==> src/rtl/time_set_controller_if.sv <==
// time_set_controller_if: button, live-time and set-value bundle between the UI controller and the clock/date handlers.
interface time_set_controller_if;
  logic        btn_mode, btn_next, btn_inc, btn_dec;
  logic [7:0]  cur_sec, cur_min, cur_hour, cur_day, cur_month;
  logic [15:0] cur_year;
  logic [7:0]  input_sec, input_min, input_hour, input_day, input_month;
  logic [15:0] input_year;
  logic        set_time, set_date, editing;
  logic [2:0]  edit_field;
  modport master (
    output btn_mode, btn_next, btn_inc, btn_dec,
    output cur_sec, cur_min, cur_hour, cur_day, cur_month, cur_year,
    input  input_sec, input_min, input_hour, input_day, input_month, input_year,
    input  set_time, set_date, editing, edit_field
  );
  modport slave (
    input  btn_mode, btn_next, btn_inc, btn_dec,
    input  cur_sec, cur_min, cur_hour, cur_day, cur_month, cur_year,
    output input_sec, input_min, input_hour, input_day, input_month, input_year,
    output set_time, set_date, editing, edit_field
  );
endinterface

==> src/rtl/time_set_controller.sv <==
// time_set_controller: button-driven time/date edit FSM producing set_time/set_date load strobes.
// Optional edit-inactivity timeout is enabled by defining SET_TIMEOUT_EN.
module time_set_controller #(
  parameter logic [15:0] TIMEOUT_CYCLES = 16'd30
) (
  input logic clk,
  input logic reset,
  time_set_controller_if.slave bus
);
  typedef enum logic [3:0] {
    IDLE, EDIT_HOUR, EDIT_MIN, EDIT_SEC, COMMIT_TIME,
    EDIT_DAY, EDIT_MONTH, EDIT_YEAR, COMMIT_DATE
  } state_e;
  state_e      state_q, state_d;
  logic [7:0]  hour_q, hour_d, min_q, min_d, sec_q, sec_d, day_q, day_d, month_q, month_d;
  logic [15:0] year_q, year_d;
  logic        set_time_q, set_date_q;
  logic        leap, pulse, up, step, in_edit;
  logic [7:0]  dmax, day_c;
  logic [2:0]  field;
`ifdef SET_TIMEOUT_EN
  logic [15:0] cnt_q, cnt_d;
`else
  logic        unused_timeout;
  assign unused_timeout = ^TIMEOUT_CYCLES;
`endif
  assign field = state_q == EDIT_HOUR  ? 3'd1 :
                 state_q == EDIT_MIN   ? 3'd2 :
                 state_q == EDIT_SEC   ? 3'd3 :
                 state_q == EDIT_DAY   ? 3'd4 :
                 state_q == EDIT_MONTH ? 3'd5 :
                 state_q == EDIT_YEAR  ? 3'd6 : 3'd0;
  assign in_edit = field != 3'd0;
  assign leap  = (year_q % 16'd4 == 16'd0 && year_q % 16'd100 != 16'd0) || year_q % 16'd400 == 16'd0;
  assign dmax  = month_q inside {8'd4, 8'd6, 8'd9, 8'd11} ? 8'd30 :
                 month_q == 8'd2 ? (leap ? 8'd29 : 8'd28) : 8'd31;
  // a day left over from a longer month is clamped rather than rejected
  assign day_c = day_q > dmax ? dmax : day_q;
  assign pulse = bus.btn_mode | bus.btn_next | bus.btn_inc | bus.btn_dec;
  assign up    = bus.btn_inc;
  assign step  = bus.btn_inc ^ bus.btn_dec;
  always_comb begin
    state_d = state_q;
    hour_d  = hour_q;
    min_d   = min_q;
    sec_d   = sec_q;
    day_d   = day_q;
    month_d = month_q;
    year_d  = year_q;
`ifdef SET_TIMEOUT_EN
    cnt_d   = (in_edit && !pulse) ? cnt_q + 16'd1 : 16'd0;
`endif
    case (state_q)
      IDLE: if (bus.btn_mode) begin
        state_d = EDIT_HOUR;
        hour_d  = bus.cur_hour;
        min_d   = bus.cur_min;
        sec_d   = bus.cur_sec;
        day_d   = bus.cur_day;
        month_d = bus.cur_month;
        year_d  = bus.cur_year;
      end
      COMMIT_TIME: state_d = EDIT_DAY;
      COMMIT_DATE: state_d = IDLE;
      default: if (bus.btn_mode) state_d = IDLE;
      else if (bus.btn_next) state_d = state_e'(state_q + 4'd1);
      else if (step) case (state_q)
        EDIT_HOUR:  hour_d  = up ? (hour_q >= 8'd23 ? 8'd0 : hour_q + 8'd1) : (hour_q == 8'd0 ? 8'd23 : hour_q - 8'd1);
        EDIT_MIN:   min_d   = up ? (min_q >= 8'd59 ? 8'd0 : min_q + 8'd1) : (min_q == 8'd0 ? 8'd59 : min_q - 8'd1);
        EDIT_SEC:   sec_d   = up ? (sec_q >= 8'd59 ? 8'd0 : sec_q + 8'd1) : (sec_q == 8'd0 ? 8'd59 : sec_q - 8'd1);
        EDIT_DAY:   day_d   = up ? (day_c >= dmax ? 8'd1 : day_c + 8'd1) : (day_c <= 8'd1 ? dmax : day_c - 8'd1);
        EDIT_MONTH: month_d = up ? (month_q >= 8'd12 ? 8'd1 : month_q + 8'd1) : (month_q <= 8'd1 ? 8'd12 : month_q - 8'd1);
        default:    year_d  = up ? (year_q >= 16'd2099 ? 16'd2000 : year_q + 16'd1) : (year_q <= 16'd2000 ? 16'd2099 : year_q - 16'd1);
      endcase
    endcase
`ifdef SET_TIMEOUT_EN
    if (cnt_d >= TIMEOUT_CYCLES) begin
      state_d = IDLE;
      cnt_d   = 16'd0;
    end
`endif
  end
  always_ff @(posedge clk or negedge reset) begin
    if (!reset) begin
      state_q    <= IDLE;
      hour_q     <= 8'd0;
      min_q      <= 8'd0;
      sec_q      <= 8'd0;
      day_q      <= 8'd1;
      month_q    <= 8'd1;
      year_q     <= 16'd2020;
      set_time_q <= 1'b0;
      set_date_q <= 1'b0;
`ifdef SET_TIMEOUT_EN
      cnt_q      <= 16'd0;
`endif
    end else begin
      state_q    <= state_d;
      hour_q     <= hour_d;
      min_q      <= min_d;
      sec_q      <= sec_d;
      day_q      <= day_d;
      month_q    <= month_d;
      year_q     <= year_d;
      set_time_q <= state_d == COMMIT_TIME;
      set_date_q <= state_d == COMMIT_DATE;
`ifdef SET_TIMEOUT_EN
      cnt_q      <= cnt_d;
`endif
    end
  end
  assign bus.input_sec   = sec_q;
  assign bus.input_min   = min_q;
  assign bus.input_hour  = hour_q;
  assign bus.input_day   = day_c;
  assign bus.input_month = month_q;
  assign bus.input_year  = year_q;
  assign bus.set_time    = set_time_q;
  assign bus.set_date    = set_date_q;
  assign bus.editing     = state_q != IDLE;
  assign bus.edit_field  = field;
endmodule

==> src/flat_wrapper.sv <==
// flat-port wrapper written by rule: the top's interface ports become plain ports
module time_set_controller_flat 
#(
  parameter logic [15:0] TIMEOUT_CYCLES = 16'd30
)
  (clk, reset, bus_btn_mode, bus_btn_next, bus_btn_inc, bus_btn_dec, bus_cur_sec, bus_cur_min, bus_cur_hour, bus_cur_day, bus_cur_month, bus_cur_year, bus_input_sec, bus_input_min, bus_input_hour, bus_input_day, bus_input_month, bus_input_year, bus_set_time, bus_set_date, bus_editing, bus_edit_field);
  time_set_controller_if bus_i ();
  input logic clk;
  input logic reset;
  input wire logic [$bits(bus_i.btn_mode)-1:0] bus_btn_mode;
  input wire logic [$bits(bus_i.btn_next)-1:0] bus_btn_next;
  input wire logic [$bits(bus_i.btn_inc)-1:0] bus_btn_inc;
  input wire logic [$bits(bus_i.btn_dec)-1:0] bus_btn_dec;
  input wire logic [$bits(bus_i.cur_sec)-1:0] bus_cur_sec;
  input wire logic [$bits(bus_i.cur_min)-1:0] bus_cur_min;
  input wire logic [$bits(bus_i.cur_hour)-1:0] bus_cur_hour;
  input wire logic [$bits(bus_i.cur_day)-1:0] bus_cur_day;
  input wire logic [$bits(bus_i.cur_month)-1:0] bus_cur_month;
  input wire logic [$bits(bus_i.cur_year)-1:0] bus_cur_year;
  output wire logic [$bits(bus_i.input_sec)-1:0] bus_input_sec;
  output wire logic [$bits(bus_i.input_min)-1:0] bus_input_min;
  output wire logic [$bits(bus_i.input_hour)-1:0] bus_input_hour;
  output wire logic [$bits(bus_i.input_day)-1:0] bus_input_day;
  output wire logic [$bits(bus_i.input_month)-1:0] bus_input_month;
  output wire logic [$bits(bus_i.input_year)-1:0] bus_input_year;
  output wire logic [$bits(bus_i.set_time)-1:0] bus_set_time;
  output wire logic [$bits(bus_i.set_date)-1:0] bus_set_date;
  output wire logic [$bits(bus_i.editing)-1:0] bus_editing;
  output wire logic [$bits(bus_i.edit_field)-1:0] bus_edit_field;
  assign bus_i.btn_mode = bus_btn_mode;
  assign bus_i.btn_next = bus_btn_next;
  assign bus_i.btn_inc = bus_btn_inc;
  assign bus_i.btn_dec = bus_btn_dec;
  assign bus_i.cur_sec = bus_cur_sec;
  assign bus_i.cur_min = bus_cur_min;
  assign bus_i.cur_hour = bus_cur_hour;
  assign bus_i.cur_day = bus_cur_day;
  assign bus_i.cur_month = bus_cur_month;
  assign bus_i.cur_year = bus_cur_year;
  assign bus_input_sec = bus_i.input_sec;
  assign bus_input_min = bus_i.input_min;
  assign bus_input_hour = bus_i.input_hour;
  assign bus_input_day = bus_i.input_day;
  assign bus_input_month = bus_i.input_month;
  assign bus_input_year = bus_i.input_year;
  assign bus_set_time = bus_i.set_time;
  assign bus_set_date = bus_i.set_date;
  assign bus_editing = bus_i.editing;
  assign bus_edit_field = bus_i.edit_field;
  time_set_controller #(.TIMEOUT_CYCLES(TIMEOUT_CYCLES)) u_core (.clk(clk), .reset(reset), .bus(bus_i));
endmodule
==> config.mk <==
export PLATFORM = sky130hd
export DESIGN_NAME = time_set_controller_flat
export DESIGN_NICKNAME = d
export VERILOG_FILES = /design/src/rtl/time_set_controller_if.sv /design/src/rtl/time_set_controller.sv /design/src/flat_wrapper.sv
export SDC_FILE = /design/constraint.sdc
export NUM_CORES = 1
export LEC_CHECK = 0
export ABC_AREA = 1
export CORE_MARGIN = 1.5
export CORE_UTILIZATION = 46
export DETAILED_ROUTE_END_ITERATION = 12
export PLACE_DENSITY = 0.77
export SLEW_MARGIN = 0
export SYNTH_ARGS = -nofsm -noshare
export SYNTH_HDL_FRONTEND = slang
export SYNTH_SLANG_ARGS = --single-unit
==> constraint.sdc <==
create_clock -name clk -period 14.4 [get_ports clk]
set_clock_uncertainty 0.05 [all_clocks]
set_input_delay 1.44 -clock clk [delete_from_list [all_inputs] [get_ports clk]]
set_output_delay 1.44 -clock clk [all_outputs]
set_load 0.01 [all_outputs]
==> impl_results.md <==
- Status: finished, final reports clean
- Post-DRT Antenna Nets: 0
- Worst Tran Pin Value: around 1100 ps
- Synthesized cell area: 6750 sq um
- Cell Rows: 44
- Setup TNS Final: 0 ps
- CP Buf/Inv Count: 7
- Antenna diodes: 0
- Worst min-delay path class: register to register
- Via-per-instance ratio: roughly 5.5
- Placer Congestion: roughly 0.93
- Initial core utilization: 0.468
- Initial antenna violation count: 0
- Skew-Pair Late Insertion Delay: 330 ps
- Synth async-reset ratio: 1.00
- Routed wire per std cell: around 14 um
- Distinct cells, synth: 54
- IO Count: about 120
- DIE HEIGHT: around 120 um
- Syn Area/Cell: around 6.4 sq um
- Grt ovf: 0
- CP Max Fanout: 7
- GRT Total Usage: 0.252
- Most used cell, CP: nand2_1
- Final Max Tran Viols: 0
- Vias in the first global route: ~6,700
- Critical Path AT: approximately 7100 ps
- Worst path top cell family by delay: simple AND/OR/NAND/NOR gates
- Min Tclk post-route: roughly 8600 ps
- #FFs+latches synth: 62
- Post-CTS Setup Inserts: 0
- Final core occ: 0.581
- Worst setup SP type: register
- Post-synth EDFFs: 0
- Total CTS buffers: 9
- Syn-to-layout area delta: 24.0%
- RSZ-0062 raised after global routing: no
- Max_cap viols: 0
- Via total after detailed routing: roughly 7,400
- DR pass1 iterations: 5
- Post-CTS resize count: 0
- DP HPWL: approximately 14,000 um
- Final Net Count: ~1,200
- Worst endpoint required time: ~13,000 ps
- DRT iter0 DRCs: 529
- DRC Markers: 0
- Largest net degree at the start of global routing: between 60 and 70
- Critical Path Slowest Stage Cell: clkdlybuf4s50_1
- Clock transition at the registers of the reported paths: about 60 ps
- WL final: about 19,000 um
- First-pass GRT wire length: 31,400 um
- CP max stage delay: between 600 and 700 ps
- Relative slew slack: 0.241
- CTS sink count: just over 60
- Synth warnings: 0
- H-Tree Depth: 3
- Synth Flop Type: dfrtp_1
- Share of cells above drive strength 1: 0.101
- Mapped Cells: 1,055
- Clk buf depth: 2
- Number of port buffers: 120
- Root Buffer: clkbuf_16
- Worst setup EP type: output pin
- CTS Hold Bufs: 0
- Hold Fails Final Rpt: 0
- TritonCTS clock tree: yes
- Seq/Total Area, Yosys: 0.231
- Core area: approximately 14,000 sq um
- Die ar.: 15,400 sq um
- # setup viols final: 0
- FMAX: 117 MHz
- Fin crit share: 0.595
- Worst Setup Path Type: register to output pin
- Die X-Extent: roughly 120 um
[placed cells by master, fill, tap and decap left out, types with 4 or more instances in the layout]
cell	count
inv_1	129
nand2_2	31
o21ai_0	91
inv_2	17
nand2_4	10
clkinv_1	5
nor3_1	17
dfstp_2	9
xnor2_1	6
nor2_1	107
a22oi_1	5
nand3_2	9
o22ai_1	19
ha_1	27
nand4_1	21
nor4_1	4
a41oi_1	4
o21ai_1	13
a31oi_1	11
dfrtp_1	53
o211ai_1	22
a21oi_1	54
clkinv_2	4
nand3_1	77
xor2_1	25
o311ai_0	5
o31ai_1	7
nand2_1	199
clkbuf_16	9
buf_4	6
nor2_2	4
clkdlybuf4s50_1	119
[cell families (layout without fill, tap and decap cells)]
group                      Yosys count  count (layout)  synth area share
and+or+nand+nor                    496             496             0.354
AOI/OAI and AO/OA                  249             249             0.217
buffers and inverters              189             293             0.107
DFF                                 62              62             0.231
xor gates and xnor gates            31              31            0.0402
adders and majority gates           27              27            0.0500
other                                1               3          0.000555
[final timing paths]
check	startpoint	endpoint	slack (ps)	cells after the start
worst max-delay path	u_core.bus.input_year[12]$_DFFE_PN0P_	bus_input_day[1]	5830	50
worst min-delay path	u_core.day_q[0]$_DFFE_PN1P_	u_core.day_q[0]$_DFFE_PN1P_	430	2
worst max register to register	u_core.bus.input_year[12]$_DFFE_PN0P_	u_core.day_q[2]$_DFFE_PN0P_	6760	57
worst min register to register	u_core.day_q[0]$_DFFE_PN1P_	u_core.day_q[0]$_DFFE_PN1P_	430	2
max in group asynchronous	reset	u_core.day_q[2]$_DFFE_PN0P_	12510	2
min in group asynchronous	reset	u_core.bus.set_date$_DFF_PN0_	1220	2
[flip-flops by register name, indices dropped and copies added (netlist names)]
register                count
u_core.bus.set_time         1
u_core.bus.input_hour       8
u_core.bus.input_year      16
u_core.state_q              4
u_core.bus.input_min        8
u_core.day_q                8
u_core.bus.set_date         1
u_core.bus.input_month      8
u_core.bus.input_sec        8
[per-layer routing]
layer  global-route usage  part of all wire
met1                0.343              0.46
met2                0.417              0.47
met3               0.0339             0.059
met4               0.0753             0.016
met5                    0                 0
[cell type report]
type / instances / area, sq um
fillers: 1371 / 6050
inverters: 151 / 567
multi-input cells: 806 / 4480
well taps: 184 / 230
clock buffers: 11 / 243
flip-flops and latches: 62 / 1560
clock inverters: 5 / 50.0
repair buffers: 126 / 1240
[Yosys cell counts (all sizes together) (2+ instances only)]
cell type	count	area, sq um
clkinv	5	18.8
a211oi	2	15.0
a32o	2	20.0
nand2	240	1050
inv	146	548
nand3	89	528
o211ai	22	165
o22ai	19	119
ha	27	338
a21oi	54	270
a41oi	4	35.0
and2	2	12.5
o31ai	7	52.6
xor2	25	219
or2	4	25.0
a21o	3	22.5
o21ai	105	529
buf	7	41.3
nor2	114	453
o311ai	5	43.8
clkbuf	31	116
dfrtp	53	1330
xnor2	6	52.6
dfstp	9	236
a31oi	11	68.8
nor3	17	85.1
nor4	4	25.0
nand4	25	199
a22oi	5	37.5
a221oi	2	17.5
[through the flow]
stage / std cells / worst slack, ps / cell area (sq um) / hold slack, ps
4_1_cts: 1345 / 5840 / 8370 / 435
2_1_floorplan: 1057 / 7450 / 6760 / 404
5_1_grt: 1345 / 5080 / 8370 / 446
3_5_place_dp: 1329 / 6220 / 8080 / 425
3_3_place_gp: 1329 / 6390 / 8080 / 420
6_report: 1345 / 5830 / 8370 / 432
[worst register-to-register path: cells and delay by family, from the launching register on]
family | cells | cell delay [ps]
buf+inv | 8 | 880
compound gates | 9 | 1580
flops | 1 | 410
fa+ha+maj | 2 | 510
simple gates | 38 | 4100
Power is left out: the tool's default activity adds up to more than one toggle a clock period on the data nets, which glitch-free logic cannot reach.
